--- src/rtl/pong_pkg.sv ---
// Shared definitions for the pong game: FSM state encoding, direction
// encoding, coordinate type and the default screen/paddle geometry that the
// draw stages also rely on.
package pong_pkg;

  // Game FSM states; the encoding is visible on state_out.
  typedef enum logic [1:0] {
    IDLE = 2'd0,
    PLAY = 2'd1,
    MISS = 2'd2,
    OVER = 2'd3
  } state_e;

  // One bit per axis, set means moving towards larger coordinates.
  localparam logic DIR_POS = 1'b1;
  localparam logic DIR_NEG = 1'b0;

  // Internal coordinates are 12-bit unsigned; only the low 11 bits leave the block.
  localparam int COORD_W = 12;
  typedef logic [COORD_W-1:0] coord_t;

  // Default geometry shared with the rect/char drawing stages.
  localparam int PONG_H_RES       = 1024;
  localparam int PONG_V_RES       = 768;
  localparam int PONG_BALL_SIZE   = 16;
  localparam int PONG_PADDLE_X    = 32;
  localparam int PONG_PADDLE_W    = 8;
  localparam int PONG_PADDLE_H    = 96;
  localparam int PONG_SPEED       = 4;
  localparam int PONG_LIVES       = 3;
  localparam int PONG_MISS_FRAMES = 60;

  // Saturate a coordinate at an upper limit.
  function automatic coord_t clamp_coord(input coord_t value, input coord_t limit);
    return (value > limit) ? limit : value;
  endfunction

endpackage

--- src/rtl/bcd_inc2.sv ---
// Two-digit packed BCD incrementer, purely combinational; 99 wraps to 00.
// Also used by the seven-segment score path.
module bcd_inc2 (
  input  logic [7:0] bcd_in,
  output logic [7:0] bcd_out
);

  // Bump the ones digit, carrying into the tens digit on 9.
  always_comb begin
    bcd_out = bcd_in;
    if (bcd_in[3:0] >= 4'd9) begin
      bcd_out[3:0] = 4'd0;
      if (bcd_in[7:4] >= 4'd9) begin
        bcd_out[7:4] = 4'd0;
      end else begin
        bcd_out[7:4] = bcd_in[7:4] + 4'd1;
      end
    end else begin
      bcd_out[3:0] = bcd_in[3:0] + 4'd1;
    end
  end

endmodule

--- src/rtl/pong_ball_ctl.sv ---
// Per-frame pong physics: moves the ball once per vblank, bounces it off the
// walls and the paddle, keeps the BCD score and the remaining lives, and runs
// the IDLE/PLAY/MISS/OVER game flow. The paddle follows the mouse every clock.
module pong_ball_ctl
  import pong_pkg::*;
#(
  parameter int H_RES       = PONG_H_RES,
  parameter int V_RES       = PONG_V_RES,
  parameter int BALL_SIZE   = PONG_BALL_SIZE,
  parameter int PADDLE_X    = PONG_PADDLE_X,
  parameter int PADDLE_W    = PONG_PADDLE_W,
  parameter int PADDLE_H    = PONG_PADDLE_H,
  parameter int SPEED       = PONG_SPEED,
  parameter int LIVES       = PONG_LIVES,
  parameter int MISS_FRAMES = PONG_MISS_FRAMES
) (
  input  logic        clk,
  input  logic        rst,
  input  logic        vblnk_in,
  input  logic [11:0] ypos,
  input  logic        button,
  output logic [10:0] ball_x,
  output logic [10:0] ball_y,
  output logic [10:0] paddle_y,
  output logic [7:0]  score,
  output logic [3:0]  lives,
  output logic [1:0]  state_out
);

  localparam int MISS_W = (MISS_FRAMES > 1) ? $clog2(MISS_FRAMES) : 1;

  localparam coord_t CENTRE_X   = coord_t'((H_RES - BALL_SIZE) / 2);
  localparam coord_t CENTRE_Y   = coord_t'((V_RES - BALL_SIZE) / 2);
  localparam coord_t STEP       = coord_t'(SPEED);
  localparam coord_t BALL_SZ    = coord_t'(BALL_SIZE);
  localparam coord_t SCREEN_W   = coord_t'(H_RES);
  localparam coord_t SCREEN_H   = coord_t'(V_RES);
  localparam coord_t X_RIGHT    = coord_t'(H_RES - BALL_SIZE);
  localparam coord_t Y_BOTTOM   = coord_t'(V_RES - BALL_SIZE);
  localparam coord_t PAD_LEFT   = coord_t'(PADDLE_X);
  localparam coord_t PAD_FACE   = coord_t'(PADDLE_X + PADDLE_W);
  localparam coord_t PAD_REACH  = coord_t'(PADDLE_X + PADDLE_W + SPEED);
  localparam coord_t PAD_HEIGHT = coord_t'(PADDLE_H);
  localparam coord_t PAD_MAX    = coord_t'(V_RES - PADDLE_H);

  localparam logic [3:0]        LIVES_INIT = 4'(LIVES);
  localparam logic [MISS_W-1:0] MISS_LAST  = MISS_W'(MISS_FRAMES - 1);
  localparam logic [MISS_W-1:0] MISS_ONE   = MISS_W'(1);

  state_e            state_q, state_d;
  coord_t            ball_x_q, ball_x_d;
  coord_t            ball_y_q, ball_y_d;
  coord_t            paddle_y_q, paddle_y_d;
  logic              dx_q, dx_d;
  logic              dy_q, dy_d;
  logic [7:0]        score_q, score_d;
  logic [3:0]        lives_q, lives_d;
  logic [MISS_W-1:0] miss_cnt_q, miss_cnt_d;
  logic              vblnk_d_q, vblnk_d_d;
  logic              button_d_q, button_d_d;
  logic              tick_q, tick_d;
  logic              pend_q, pend_d;

  logic              frame_tick;
  logic              serve;
  logic              paddle_hit;
  logic [7:0]        score_inc;
  logic              unused_msb;

  assign frame_tick = vblnk_in & ~vblnk_d_q;
  assign serve      = button & ~button_d_q;

  bcd_inc2 u_score_inc (
    .bcd_in  (score_q),
    .bcd_out (score_inc)
  );

  // Edge detectors, registered frame tick and the paddle clamp all run every clock.
  always_comb begin
    vblnk_d_d  = vblnk_in;
    button_d_d = button;
    tick_d     = frame_tick;
    paddle_y_d = clamp_coord(ypos, PAD_MAX);
  end

  // Paddle contact uses the ball position from before this frame's move.
  always_comb begin
    paddle_hit = (dx_q == DIR_NEG) && (ball_x_q <= PAD_REACH) && (ball_x_q >= PAD_LEFT) &&
                 (ball_y_q + BALL_SZ > paddle_y_q) && (ball_y_q < paddle_y_q + PAD_HEIGHT);
  end

  // Game FSM and per-frame ball physics; a serve is held until the next frame tick.
  always_comb begin
    state_d    = state_q;
    ball_x_d   = ball_x_q;
    ball_y_d   = ball_y_q;
    dx_d       = dx_q;
    dy_d       = dy_q;
    score_d    = score_q;
    lives_d    = lives_q;
    miss_cnt_d = miss_cnt_q;
    pend_d     = pend_q;

    if (serve && ((state_q == IDLE) || (state_q == OVER))) begin
      pend_d = 1'b1;
    end

    if (tick_q) begin
      case (state_q)
        IDLE: begin
          ball_x_d = CENTRE_X;
          ball_y_d = CENTRE_Y;
          if (pend_q) begin
            pend_d  = 1'b0;
            dx_d    = DIR_NEG;
            dy_d    = DIR_POS;
            state_d = PLAY;
          end
        end
        PLAY: begin
          if ((dy_q == DIR_NEG) && (ball_y_q <= STEP)) begin
            ball_y_d = '0;
            dy_d     = DIR_POS;
          end else if ((dy_q == DIR_POS) && (ball_y_q + BALL_SZ + STEP >= SCREEN_H)) begin
            ball_y_d = Y_BOTTOM;
            dy_d     = DIR_NEG;
          end else if (dy_q == DIR_POS) begin
            ball_y_d = ball_y_q + STEP;
          end else begin
            ball_y_d = ball_y_q - STEP;
          end

          if ((dx_q == DIR_POS) && (ball_x_q + BALL_SZ + STEP >= SCREEN_W)) begin
            ball_x_d = X_RIGHT;
            dx_d     = DIR_NEG;
          end else if (paddle_hit) begin
            ball_x_d = PAD_FACE;
            dx_d     = DIR_POS;
            score_d  = score_inc;
          end else if ((dx_q == DIR_NEG) && (ball_x_q <= STEP)) begin
            ball_x_d   = '0;
            lives_d    = lives_q - 4'd1;
            miss_cnt_d = '0;
            state_d    = MISS;
          end else if (dx_q == DIR_POS) begin
            ball_x_d = ball_x_q + STEP;
          end else begin
            ball_x_d = ball_x_q - STEP;
          end
        end
        MISS: begin
          if (miss_cnt_q == MISS_LAST) begin
            ball_x_d = CENTRE_X;
            ball_y_d = CENTRE_Y;
            if (lives_q != 4'd0) begin
              dx_d    = DIR_NEG;
              dy_d    = DIR_POS;
              state_d = PLAY;
            end else begin
              state_d = OVER;
            end
          end else begin
            miss_cnt_d = miss_cnt_q + MISS_ONE;
          end
        end
        OVER: begin
          ball_x_d = CENTRE_X;
          ball_y_d = CENTRE_Y;
          if (pend_q) begin
            pend_d  = 1'b0;
            score_d = 8'h00;
            lives_d = LIVES_INIT;
            state_d = IDLE;
          end
        end
        default: begin
          state_d = IDLE;
        end
      endcase
    end
  end

  // State register; reset overrides everything, including a frame update in flight.
  always_ff @(posedge clk) begin
    if (!rst) begin
      state_q    <= IDLE;
      ball_x_q   <= CENTRE_X;
      ball_y_q   <= CENTRE_Y;
      paddle_y_q <= '0;
      dx_q       <= DIR_POS;
      dy_q       <= DIR_POS;
      score_q    <= 8'h00;
      lives_q    <= LIVES_INIT;
      miss_cnt_q <= '0;
      vblnk_d_q  <= 1'b0;
      button_d_q <= 1'b0;
      tick_q     <= 1'b0;
      pend_q     <= 1'b0;
    end else begin
      state_q    <= state_d;
      ball_x_q   <= ball_x_d;
      ball_y_q   <= ball_y_d;
      paddle_y_q <= paddle_y_d;
      dx_q       <= dx_d;
      dy_q       <= dy_d;
      score_q    <= score_d;
      lives_q    <= lives_d;
      miss_cnt_q <= miss_cnt_d;
      vblnk_d_q  <= vblnk_d_d;
      button_d_q <= button_d_d;
      tick_q     <= tick_d;
      pend_q     <= pend_d;
    end
  end

  assign ball_x     = ball_x_q[10:0];
  assign ball_y     = ball_y_q[10:0];
  assign paddle_y   = paddle_y_q[10:0];
  assign score      = score_q;
  assign lives      = lives_q;
  assign state_out  = state_q;
  assign unused_msb = ^{ball_x_q[11], ball_y_q[11], paddle_y_q[11]};

endmodule

--- config.mk ---
export PLATFORM = sky130hd
export DESIGN_NAME = pong_ball_ctl
export DESIGN_NICKNAME = d
export VERILOG_FILES = /design/src/rtl/pong_pkg.sv /design/src/rtl/bcd_inc2.sv /design/src/rtl/pong_ball_ctl.sv
export SDC_FILE = /design/constraint.sdc
export NUM_CORES = 1
export LEC_CHECK = 0
export ABC_AREA = 0
export ABC_CLOCK_PERIOD_IN_PS = 4230
export CORE_UTILIZATION = 56
export DETAILED_ROUTE_END_ITERATION = 7
export MAX_ROUTING_LAYER = met4
export PLACE_DENSITY = 0.81
export RECOVER_POWER = 50
export SLEW_MARGIN = 10
export SYNTH_ARGS = -nofsm -noshare
export SYNTH_HDL_FRONTEND = slang
export SYNTH_SLANG_ARGS = --single-unit
--- constraint.sdc ---
create_clock -name clk -period 4.23 [get_ports clk]
set_input_delay 0.6345 -clock clk [delete_from_list [all_inputs] [get_ports clk]]
set_output_delay 0.6345 -clock clk [all_outputs]
set_load 0.03 [all_outputs]
# Word level (Yosys, flattened, before mapping)
# Cells that the tools add are included.
[classes]
addsub = 13
n_lt_le_gt_ge = 11
n_eq_ne = 16
muxes = 53
bitwise = 7
reduce_logical = 25
[ops]
columns = ["operator", "n"]
rows = [
  ["12-bit 2-to-1 mux", 9],
  ["12-bit one-hot mux with 3 select lines", 2],
  ["12-bit by 3-bit adder with 12-bit output (second input constant)", 4],
  ["6-bit AND reduction", 5],
  ["4-bit 2-to-1 mux", 7],
  ["12-bit by 5-bit adder with 12-bit output (second input constant)", 2],
  ["12-bit by 3-bit less-or-equal comparator with 1-bit output (second input constant)", 2],
  ["6-bit 2-to-1 mux", 4],
  ["8-bit 2-to-1 mux", 3],
  ["12-bit by 3-bit subtractor with 12-bit output (second input constant)", 2],
  ["2-bit != test (second input constant)", 9],
  ["8-bit one-hot mux with 2 select lines", 1],
  ["1-bit 2-to-1 mux", 14],
  ["2-bit 2-to-1 mux", 7],
  ["12-bit by 7-bit adder with 12-bit output (second input constant)", 1],
  ["12-bit by 10-bit >= comparator with 1-bit output (second input constant)", 1],
  ["12-bit by 11-bit >= comparator with 1-bit output (second input constant)", 1],
  ["12-bit by 6-bit >= comparator with 1-bit output (second input constant)", 1],
  ["12-bit by 10-bit greater-than comparator with 1-bit output (second input constant)", 1],
  ["12-bit greater-than comparator", 1],
  ["12-bit by 6-bit less-or-equal comparator with 1-bit output (second input constant)", 1],
  ["12-bit less-than comparator", 1],
  ["6-bit one-hot mux with 2 select lines", 1],
  ["10-bit 2-to-1 mux", 1],
  ["other kinds (24)", 44],
]
[totals]
ff_bits = 62
wordCells = 140

# Longest topological paths before layout
# Gate-level depths: netlist (run 1).
[depth]
ltp_word = 8
ltp_mapped = 13
ltp_nobuf = 13

# Hierarchy
# Synthesis (run 1) repeated with hierarchy kept, for this count alone.
[unflattened]
cells_unflattened = 589
area_unflattened_um2 = 4581.9
[modules_own_cells]
columns = ["mod", "instances", "cells_per_inst", "area_each_um2"]
rows = [
  ["pong_ball_ctl", 1, 554, 4342.9],
  ["bcd_inc2", 1, 35, 239.0],
]

# Worst setup path before layout (run 1)
# Ideal clock, no wire load.
[synth_path]
kind = "flip-flop to flip-flop"
from = "register ball_y_q[5]"
to = "register score_q[0] (netlist: score[0])"
arrival_ns = 2.903
setup_slack_ns = 1.257
stages_incl_launch_ff = 12
n_path_buf = 1
synth_period_minus_slack_ns = 2.973
path_cell_list = "dfxtp_1 > ha_1 > clkbuf_1 > nand3_1 > xnor2_1 > ha_1 > and4_1 > a221oi_1 > o221ai_1 > a21oi_2 > or4_1 > a21oi_1"
[synth_via]
elab_chain_len = 6
word_cells_on_any_way = 7
cone_classes = "add/sub: 1; order compare: 2; eq/ne: 1; reduce/logical: 3"
[synth_rtl]
columns = ["element", "line_no", "source"]
rows = [
  ["from (decl)", "pong_ball_ctl.sv:52", "coord_t ball_y_q, ball_y_d;"],
  ["from (signal assigned)", "pong_ball_ctl.sv:202", "ball_y_q <= ball_y_d;"],
  ["12-bit by 5-bit adder with 12-bit output", "pong_ball_ctl.sv:89", "(ball_y_q + BALL_SZ > paddle_y_q) && (ball_y_q < paddle_y_q + PAD_HEIGHT);"],
  ["12-bit greater-than comparator", "pong_ball_ctl.sv:89", ""],
  ["1-bit logical AND", "pong_ball_ctl.sv:88", "paddle_hit = (dx_q == DIR_NEG) && (ball_x_q <= PAD_REACH) && (ball_x_q >= PAD_LEFT) &&"],
  ["1-bit logical AND (*)", "pong_ball_ctl.sv:89", ""],
  ["2-bit != test (no line) (*)", "n/a", ""],
  ["5-bit AND reduction (no line) (*)", "n/a", ""],
  ["to (signal assigned)", "pong_ball_ctl.sv:206", "score_q <= score_d;"],
  ["to (decl)", "pong_ball_ctl.sv:56", "logic [7:0] score_q, score_d;"],
]
# Every way passes the cells marked *; elsewhere a longest branch is shown, timed or not.
# A chain may end at the register's enable or synchronous reset.

# Worst setup path in the final report (run 1)
[layout_path]
from = "register ball_y_q[4]"
to = "register ball_x_q[6]"
[layout_via]
elab_chain_len = 7
word_cells_on_any_way = 8
cone_classes = "add/sub: 1; order compare: 2; mux: 3; reduce/logical: 2"
[layout_rtl]
columns = ["element", "line_no", "source"]
rows = [
  ["12-bit by 5-bit adder with 12-bit output", "pong_ball_ctl.sv:89", ""],
  ["12-bit greater-than comparator", "pong_ball_ctl.sv:89", ""],
  ["1-bit logical AND", "pong_ball_ctl.sv:88", ""],
  ["1-bit logical AND (*)", "pong_ball_ctl.sv:89", ""],
  ["12-bit 2-to-1 mux (*)", "pong_ball_ctl.sv:136", "end else if (paddle_hit) begin"],
  ["12-bit 2-to-1 mux (*)", "pong_ball_ctl.sv:133", "if ((dx_q == DIR_POS) && (ball_x_q + BALL_SZ + STEP >= SCREEN_W)) begin"],
  ["12-bit one-hot mux with 3 select lines (*)", "pong_ball_ctl.sv:109", "case (state_q)"],
  ["to (signal assigned)", "pong_ball_ctl.sv:201", "ball_x_q <= ball_x_d;"],
  ["to (decl)", "pong_ball_ctl.sv:51", "coord_t ball_x_q, ball_x_d;"],
]
# Marks and branches as above.

==> out/results.ini, run 1 <==
[status]
status=completed

[power]
ir_worst_vdd_mv=0.1589
leakagePower_nw=2.143
total_power_mw=1.214
p_per_area_nw_per_um2=231.3

[clock_network]
postCtsResizedCells=0
htree_levels=3
post_cts_buffers=0
clock_path_buffers=2
cts_tree=done
clock_latency_ns=0.33
clkTransAtPathRegs_ns=0.07
cts_buffers=9
root_buffer=clkbuf_8
cts_hold_buf=0
clock_sinks=58

[floorplanning]
chipHeight_um=93.29
core-area_um2=7888
die_area_um2=8703
ios=63
std_cell_rows=32
start_util_pct=59.17
die_w_um=93.29

[final_layout]
num-fill-cells=667
final_area_um2=5248
drive_gt1_share_pct=4.754
multi_input_area_um2=2975
insertedDiodeCount=0
area_delta_synth_final_pct=12.44
fin_nets=685
post-route-util_pct=66.53
register_area_um2=1161

[grt]
overflow=0
antenna_found_initial=0
grt_pass1_wl_mm=19.75
grt_max_degree=19
grt_util_all_layers_pct=28.84
grt_use_met1_pct=37.54
busiest_layer=met2
grt_use_met2_pct=45.96
use_met3_pct=5.447
grt_pass1_vias=4161

[drt]
viasPerCell=6.105
routedWlPerCell_um=15.93
drc=0
num_vias=4475
drt_pass1_iterations=6
wirelength_mm=11.68
drtAntennaViolNets=0
drt_iter0_markers=399

[logic_synthesis]
synth-edff-count=0
yosysWarnings=0
synth_most_common_cell=dfxtp_1
synth_ff_type=dfxtp_1
ys_top_cells_by_area=dfxtp_1 (25%), ha_1 (12%), buf_4 (5.6%)
ys_seq_elements=58
synth_area_um2=4667
synthCells=609
syn_avg_cell_area_um2=7.663
synth.top_cell.area_share_pct=24.88
synthArstFlopShare_pct=0
yosys.cell_types.count=72
yosys.area.top_type=dfxtp_1
ys_seq_area_share_pct=24.88
synth_common_cells=dfxtp_1 (58), nor2_1 (55), nand2_1 (53)

[setup_path]
required_ns=4.49
rrSetupSlack_ns=0.59
critical_path_class=reg -> reg
rr_endpoint=ball_x_q[6]
r2r_start=ball_y_q[4]
r2r_cells=11
crit_path_start_kind=flop
cp-endpoint=ball_x_q[6]
cp_max_fo=14
cp-startpoint=ball_y_q[4]
worst_setup_path_end_kind=flop
crit_arrival_ns=3.91

[placed_design]
placedInstanceArea_um2=5059
gp_congestion=0.8957
io_buffers=58
dp_hpwl_mm=8.601

[sta]
drv_slew=0
tns_ns=0
finalSetupViolations=0
fin_skew_ns=0.009785
max_freq_mhz=274.5
whs_ns=0.4016
fin_crit_ns=3.643
rsz0062_at_grt=false
final-hold-violation-count=0
worst_pin_slew_ns=0.7888
fin_crit_sh_pct=86.13
slew_headroom_pct=47.38

[run]
cap_violations=0

[worst_hold_path]
hold_class=reg -> reg
hold_start=vblnk_d_q

==> worst min path at each step <==
stage                     depth (start not counted)  endpoint
final                                             1    tick_q
after global routing                              1    tick_q
after CTS                                         1    tick_q
after detailed placement                          1    tick_q
after global placement                            1    tick_q
after floorplan                                   1    tick_q
==> report_power, final <==
group	internal [mW]	leakage (nW)	switching, mW	total [mW]
Clock	0.271	0.0954	0.236	0.506
Combinational	0.0555	1.58	0.0843	0.140
Sequential	0.555	0.471	0.0124	0.567
Total	0.881	2.14	0.332	1.21
==> routing by layer <==
layer  part of all wire (%)  wire length [µm]
met1                     46              5322
met2                     47              5432
met3                    6.5               760
met4                    1.4               164
met5                      0                 0
==> cell usage in the layout, fill, tap and decap left out, types with 4 or more instances in the layout <==
cell / Yosys / final
dfxtp_1: 58 / 58
nor2_1: 55 / 55
nand2_1: 53 / 53
inv_1: 46 / 47
ha_1: 43 / 43
dlygate4sd3_1: 0 / 34
o21ai_0: 31 / 31
a21oi_1: 31 / 31
clkdlybuf4s50_1: 0 / 24
nand3_1: 21 / 21
nor3_1: 18 / 18
nand4_1: 14 / 14
xnor2_1: 13 / 13
a31oi_1: 9 / 9
clkbuf_8: 0 / 9
and2_1: 9 / 8
nor2b_1: 7 / 7
nor4_1: 7 / 7
o211ai_1: 7 / 7
o21a_1: 7 / 7
a211oi_1: 7 / 7
xor2_1: 6 / 6
a211o_1: 6 / 6
or3_1: 6 / 6
conb_1: 1 / 6
nand3b_1: 5 / 5
a21o_1: 5 / 5
o2111ai_1: 4 / 4
nand2b_1: 4 / 4
o221ai_1: 4 / 4
o22ai_1: 4 / 4
a2111oi_0: 4 / 4
buf_4: 35 / 4
==> flip-flops by register name, indices dropped and copies added (netlist names) <==
name        count
paddle_y_q     12
dy_q            1
dx_q            1
tick_q          1
pend_q          1
lives           4
vblnk_d_q       1
ball_y_q       10
state_out       2
ball_x_q       10
score           8
miss_cnt_q      6
button_d_q      1
==> kinds of logic after synthesis <==
group,count (synthesis),synth area share (%)
AOI/OAI and AO/OA,151,22.09
xor gates and xnor gates,21,4.531
adders and majority gates,43,11.53
buffers and inverters,109,11.77
DFF,58,24.88
muxes,5,1.126
other,1,0.08035
and+or+nand+nor,221,23.99
==> worst max-delay path, cell delays in order, from the launching register on <==
cell and delay, ns:
dfxtp_1 0.60, ha_1 0.52, nand3_1 0.19, xnor2_1 0.17, ha_1 0.31, a21oi_1 0.15
nand2_1 0.07, a221oi_1 0.29, o221ai_1 0.34, a21oi_1 0.62, a21oi_1 0.14, o21ai_0 0.17
==> cell type report <==
class	instances	area share, %
multi-input cells	447	56.70
repair buffers	63	11.71
inverters	47	3.362
well taps	102	2.432
clock inverters	7	1.311
flip-flops and latches	58	22.13
clock buffers	9	2.361
==> per-stage QoR <==
stage	std cells	worst slack, ns
after floorplan	614	1.257
after global placement	717	0.7636
after detailed placement	717	0.6315
after CTS	733	0.6049
after global routing	733	0.2227
final	733	0.5866
Note: power is estimated with default switching activity, not from simulation.
==> inputs of run 2 (changes only) <==
HOLD_SLACK_MARGIN = 0.12   (was not set)
==> results of run 2 <==
Final layout, timing and power as in run 1 (identical DEF).
